File: config.mk
export PLATFORM = sky130hd
export DESIGN_NAME = ble_hamming_dec_param
export DESIGN_NICKNAME = d
export VERILOG_FILES = /design/src/rtl/ble_fec_pkg.sv /design/src/rtl/ble_fec_syndrome_lfsr.sv /design/src/rtl/ble_hamming_dec_param.sv
export SDC_FILE = /design/constraint.sdc
export NUM_CORES = 1
export LEC_CHECK = 0
export BUFFER_PORTS_ARGS = -buffer_cell sky130_fd_sc_hd__buf_4
export CAP_MARGIN = 30
export CELL_PAD_IN_SITES_DETAIL_PLACEMENT = 1
export CELL_PAD_IN_SITES_GLOBAL_PLACEMENT = 2
export CORE_MARGIN = 2
export CORE_UTILIZATION = 39
export DETAILED_ROUTE_END_ITERATION = 10
export GPL_ROUTABILITY_DRIVEN = 0
export PLACE_DENSITY_LB_ADDON = 0.1
export SKIP_LAST_GASP = 1
export SLEW_MARGIN = 20
export SYNTH_ARGS = -nofsm -noshare
export SYNTH_HDL_FRONTEND = slang
export SYNTH_SLANG_ARGS = --single-unit
File: constraint.sdc
create_clock -name clk -period 23.7 [get_ports clk]
set_clock_uncertainty 0.1 [all_clocks]
set_input_delay 4.74 -clock clk [delete_from_list [all_inputs] [get_ports clk]]
set_output_delay 4.74 -clock clk [all_outputs]
set_load 0.01 [all_outputs]
File: src/rtl/ble_fec_pkg.sv
// rtl/ble_fec_pkg.sv - shared defaults, state encodings and syndrome table helper for the BLE FEC decoder
package ble_fec_pkg;

  localparam int DEF_N = 15;
  localparam int DEF_K = 10;
  localparam logic [DEF_N-DEF_K:0] DEF_GEN_POLY = 6'b110101;

  typedef enum logic [1:0] {
    RX_FILL = 2'd0,
    RX_FULL = 2'd1,
    RX_XFER = 2'd2
  } rx_state_t;

  typedef enum logic {
    OUT_IDLE  = 1'b0,
    OUT_DRAIN = 1'b1
  } out_state_t;

  // Syndrome produced by a lone error at codeword position pos: x^(n-1-pos) mod g.
  function automatic logic [31:0] syn_of_pos(
    input int          pos,
    input int          n  = DEF_N,
    input int          r  = DEF_N - DEF_K,
    input logic [31:0] gp = 32'(DEF_GEN_POLY)
  );
    logic [31:0] mask;
    logic [31:0] s;
    logic        msb;
    mask = (32'd1 << r) - 32'd1;
    s    = 32'd1 & mask;
    for (int j = 0; j < n - 1 - pos; j++) begin
      msb = s[r-1];
      s   = (s << 1) & mask;
      if (msb) s = s ^ (gp & mask);
    end
    return s;
  endfunction

endpackage

File: src/rtl/ble_fec_syndrome_lfsr.sv
// rtl/ble_fec_syndrome_lfsr.sv - serial polynomial divider, first bit is the highest-degree coefficient
module ble_fec_syndrome_lfsr #(
  parameter int         R    = 5,
  parameter logic [R:0] POLY = 6'b110101
) (
  input  logic         clk,
  input  logic         reset,
  input  logic         clr,
  input  logic         en,
  input  logic         din,
  output logic [R-1:0] syndrome
);

  logic [R-1:0] base;
  logic [R:0]   shifted;
  logic [R-1:0] next;

  // Clear and shift may coincide: the new bit then starts a fresh division.
  always_comb begin
    base    = clr ? '0 : syndrome;
    shifted = {base, din};
    next    = base;
    if (en) begin
      next = shifted[R-1:0] ^ (base[R-1] ? POLY[R-1:0] : '0);
    end
  end

  always_ff @(posedge clk or negedge reset) begin
    if (!reset) begin
      syndrome <= '0;
    end else begin
      syndrome <= next;
    end
  end

endmodule

File: src/rtl/ble_hamming_dec_param.sv
// rtl/ble_hamming_dec_param.sv - bit-serial shortened cyclic Hamming decoder with a one-codeword output bank
// Error statistics counters are built only when HAMMING_DEC_STATS_EN is defined.
module ble_hamming_dec_param
  import ble_fec_pkg::*;
#(
  parameter int           N        = DEF_N,
  parameter int           K        = DEF_K,
  parameter logic [N-K:0] GEN_POLY = DEF_GEN_POLY,
  parameter int           CNT_W    = 16
) (
  input  logic             clk,
  input  logic             reset,
  input  logic             valid_in,
  input  logic             data_in,
  output logic             in_ready,
  output logic             valid_out,
  output logic             data_out,
  input  logic             out_ready,
  output logic             finished,
  output logic             err_corrected,
  output logic             err_uncorrectable,
  output logic             overflow,
  output logic [CNT_W-1:0] cnt_corrected,
  output logic [CNT_W-1:0] cnt_uncorrectable
);

  localparam int R  = N - K;
  localparam int CW = $clog2(N);
  localparam int KW = (K > 1) ? $clog2(K) : 1;

  rx_state_t  rx_state, rx_next;
  out_state_t out_state, out_next;

  logic [CW-1:0] bit_cnt;
  logic [CW-1:0] wr_idx;
  logic [K-1:0]  cw_data;
  logic [R-1:0]  syndrome;
  logic [KW-1:0] out_idx;
  logic [K-1:0]  bank;
  logic [K-1:0]  flip_mask;
  logic [K-1:0]  data_fixed;
  logic [5:0]    match_cnt;
  logic          single_err, uncorr_err;
  logic          accept, last_bit, xfer;
  logic          out_fire, out_last, bank_free;

  logic [R-1:0] syn_tab [N];
  for (genvar p = 0; p < N; p++) begin : g_tab
    localparam logic [R-1:0] SYN = R'(syn_of_pos(p, N, R, 32'(GEN_POLY)));
    assign syn_tab[p] = SYN;
  end

  assign in_ready  = (rx_state != RX_FULL);
  assign xfer      = (rx_state == RX_XFER);
  assign accept    = valid_in && in_ready;
  assign last_bit  = accept && (rx_state == RX_FILL) && (bit_cnt == CW'(N - 1));
  assign wr_idx    = xfer ? '0 : bit_cnt;
  assign valid_out = (out_state == OUT_DRAIN);
  assign data_out  = bank[out_idx];
  assign finished  = valid_out && (out_idx == KW'(K - 1));
  assign out_fire  = valid_out && out_ready;
  assign out_last  = out_fire && (out_idx == KW'(K - 1));
  // A bank draining its last bit this cycle counts as free so XFER follows immediately.
  assign bank_free = (out_state == OUT_IDLE) || out_last;

  ble_fec_syndrome_lfsr #(
    .R    (R),
    .POLY (GEN_POLY)
  ) u_lfsr (
    .clk      (clk),
    .reset    (reset),
    .clr      (xfer),
    .en       (accept),
    .din      (data_in),
    .syndrome (syndrome)
  );

  // Parity positions still take part in match counting; only data positions can be flipped.
  always_comb begin
    match_cnt = '0;
    flip_mask = '0;
    for (int i = 0; i < N; i++) begin
      if (syndrome == syn_tab[i]) match_cnt = match_cnt + 6'd1;
    end
    for (int i = 0; i < K; i++) begin
      flip_mask[i] = (syndrome == syn_tab[i]);
    end
    single_err = (syndrome != '0) && (match_cnt == 6'd1);
    uncorr_err = (syndrome != '0) && !single_err;
    data_fixed = single_err ? (cw_data ^ flip_mask) : cw_data;
  end

  always_comb begin
    rx_next = rx_state;
    case (rx_state)
      RX_FILL: if (last_bit) rx_next = bank_free ? RX_XFER : RX_FULL;
      RX_FULL: if (bank_free) rx_next = RX_XFER;
      RX_XFER: rx_next = RX_FILL;
      default: rx_next = RX_FILL;
    endcase
  end

  always_comb begin
    out_next = out_state;
    case (out_state)
      OUT_IDLE:  if (xfer) out_next = OUT_DRAIN;
      OUT_DRAIN: if (out_last && !xfer) out_next = OUT_IDLE;
      default:   out_next = OUT_IDLE;
    endcase
  end

  always_ff @(posedge clk or negedge reset) begin
    if (!reset) begin
      rx_state  <= RX_FILL;
      out_state <= OUT_IDLE;
    end else begin
      rx_state  <= rx_next;
      out_state <= out_next;
    end
  end

  always_ff @(posedge clk or negedge reset) begin
    if (!reset) begin
      bit_cnt           <= '0;
      cw_data           <= '0;
      bank              <= '0;
      out_idx           <= '0;
      overflow          <= 1'b0;
      err_corrected     <= 1'b0;
      err_uncorrectable <= 1'b0;
    end else begin
      if (accept && (wr_idx < CW'(K))) cw_data[wr_idx] <= data_in;
      if (xfer) begin
        bit_cnt <= accept ? CW'(1) : '0;
      end else if (accept && !last_bit) begin
        bit_cnt <= bit_cnt + CW'(1);
      end
      if (xfer) begin
        bank    <= data_fixed;
        out_idx <= '0;
      end else if (out_fire) begin
        out_idx <= out_last ? '0 : out_idx + KW'(1);
      end
      if (valid_in && !in_ready) overflow <= 1'b1;
      err_corrected     <= xfer && single_err;
      err_uncorrectable <= xfer && uncorr_err;
    end
  end

`ifdef HAMMING_DEC_STATS_EN
  always_ff @(posedge clk or negedge reset) begin
    if (!reset) begin
      cnt_corrected     <= '0;
      cnt_uncorrectable <= '0;
    end else begin
      if (xfer && single_err && (cnt_corrected != '1)) begin
        cnt_corrected <= cnt_corrected + CNT_W'(1);
      end
      if (xfer && uncorr_err && (cnt_uncorrectable != '1)) begin
        cnt_uncorrectable <= cnt_uncorrectable + CNT_W'(1);
      end
    end
  end
`else
  assign cnt_corrected     = '0;
  assign cnt_uncorrectable = '0;
`endif

endmodule

==> metrics <==
Core ar. 8260 sq um; IO Port Bufs 11; n_diodes 0; cell row count 33; CP Max Fanout 13; crit-path max cell delay around 0.56 ns; NetSw approximately 230 uW; Num Clock Sinks 39; Initial Utilization 0.404; largest net degree at the start of global routing 40; Routed Antenna Nets 0; vias after detailed routing 2,566; Synth area leader dfrtp_1; CP dominant cell by count ha_1; Critical Path RT 23.81 ns; sequential share of power 0.270; slowest CP cell dfrtp_1; max-slew violations 0; io pins between 40 and 50; CTS tree yes; CP arrival roughly 10 ns; H-Tree Depth 2; Pwr per Cell Area 143 nW/um^2; actual slew at the worst max-slew pin between 0.5 and 0.6 ns; NumNets Final 396; internal power around 260 uW; main flop type after synthesis dfrtp_1; Yosys top cell area share 0.293; final setup vio count 0; drt first-iter violations roughly 110; Sw Ratio 0.473; synth cell count leaders 39 x dfrtp_1, 35 x nor2_1, 34 x buf_4; post-placement worst setup slack 13.92 ns; number of hold violations in the final report 0; achievable frequency just over 0.1 GHz; Util after Layout 0.414; WL per Instance roughly 16 um; initial antenna violation count 0; Worst Slack Setup Final approximately 14 ns; Setup crit end kind flip-flop; Mapped Cells about 370; Post-synth EDFFs 0; Clock Path Buffers 2; first-pass GRT wire length around 13 mm; DRC errors left 0; Vias per Instance about 5.3; Avg Cell Area, Syn between 8 and 9 sq um; Max-Cap Viols 0; Register-to-Register Path Depth 43; status finished clean; overflow left after global routing 0; placed cells 473; die width 96.5 um; total power approximately 490 uW; Tot GR Track Use 0.179; crit path time final 9.75 ns; final cell count without fillers 480; clock latency on the worst-skew pair between 0.2 and 0.3 ns; setup TNS 0 ns; Static Leak 1.58 nW; hold buffers post-CTS 0; dpl hpwl between 5 and 6 mm; Synth area leaders dfrtp_1 29%, buf_4 7.7%, ha_1 6.0%; count of different cell masters after synthesis around 70; DIE AREA just over 9000 sq um; drt pass-1 iters 4; clock root buffer master clkbuf_8; post-synth design cell area 3340 sq um; area grow syn2layout 2.55%; Inserted Clock Buffers 5; Logic pwr share 0.620; Hold Crit Class flip-flop to flip-flop; Hold Crit Depth 1; max_slew headroom 0.658; setup bufs post-CTS 0; vias in the first global route about 2,400; CTS resizes 0; share of flip-flops with an asynchronous set or reset 1.00; Worst setup SP type flip-flop; Tcrit/Tclk final 0.411; unrepaired setup endpoints after global routing false; Post-Route WL roughly 7.8 mm; die height between 90 and 100 um; Synth warnings 0; count leader, synth dfrtp_1; Clock transition at path regs around 0.08 ns; Seq cells post-synth 39; Clk pwr share 0.110; share of cells above drive strength 1 0.149; sequential area share after synthesis 0.293; CP Class flip-flop to flip-flop; Max VDD drop 40.1 uV
[layout make-up]
class                           instances  area (sq um)
Sequential cell                        39           976
Fill cell                            1014          4840
Inverter                                6          22.5
Clock buffer                            6          72.6
Multi-Input combinational cell        305          2050
Timing Repair Buffer                   18           135
Clock inverter                          1          30.0
Tap cell                              105           131
[state kept, by name (all words and copies together), names as in the netlist]
signal,count
bit_cnt,4
cw_data,10
err_corrected,1
out_idx,4
overflow,1
valid_out,1
err_uncorrectable,1
rx_state,2
bank,10
u_lfsr.syndrome,5
[power by group through the flow]
stage | registers [mW] | logic [mW] | clock network (mW)
global route | 0.139 | 0.344 | 0.0584
CTS | 0.133 | 0.310 | 0.0560
detailed placement | 0.134 | 0.308 | 0
global placement | 0.132 | 0.304 | 0
floorplan | 0.118 | 0.262 | 0
finish | 0.133 | 0.304 | 0.0540
[final timing paths]
check	from	to	slack, ns
hold reg to reg	overflow	overflow	0.38
hold / removal	overflow	overflow	0.38
min in group asynchronous	reset	err_corrected	4.31
setup / recovery	u_lfsr.syndrome[1]	bank[8]	13.95
max in group asynchronous	reset	bit_cnt[1]	18.82
setup reg to reg	u_lfsr.syndrome[1]	bank[8]	13.95
[layer usage]
metal / part of all wire / up-vias / wire length, um / GRT usage
met3: 0.038 / 5 / 300 / 0.0318
met4: 0.0082 / 0 / 64 / 0.0317
met2: 0.45 / 53 / 3540 / 0.277
li1: - / 1260 / - / -
met5: 0 / - / 0 / 0
met1: 0.50 / 1248 / 3920 / 0.264
[cell families (layout without fill, tap and decap cells)]
kind of cell,Yosys count,count (layout),synth area share
other,1,33,0.00112
adder cells (fa/ha/maj),16,16,0.0600
XOR/XNOR,19,19,0.0585
AO/OA/AOI/OAI,58,58,0.122
AND/OR/NAND/NOR,164,164,0.281
buffers and inverters,62,31,0.128
multiplexers,15,15,0.0563
flip-flops,39,39,0.293
[metrics by stage]
| stage | hold WS (ns) | instance area, sq um |
|---|---|---|
| floorplan | 0.345 | 3460 |
| global placement | 0.362 | 3320 |
| detailed placement | 0.367 | 3320 |
| CTS | 0.386 | 3420 |
| global route | 0.399 | 3420 |
| finish | 0.382 | 3420 |
[layout by cell type (no fill, tap or decap), drive strengths merged, types with 13 or more instances in the layout]
cell	n
dfrtp	39
nand3	13
nand2	31
nor2	37
ha	16
conb	33
o21ai	17
nor3	13
buf	18
[critical path: cells and delay by family (launching register included)]
kind / cells / cell delay, ns
adders and majority gates: 12 / 3.08
buffers and inverters: 3 / 0.48
and+or+nand+nor: 20 / 3.82
DFF: 1 / 0.56
AOI/OAI and AO/OA: 8 / 1.61
Note: power is estimated with default switching activity, not from simulation.
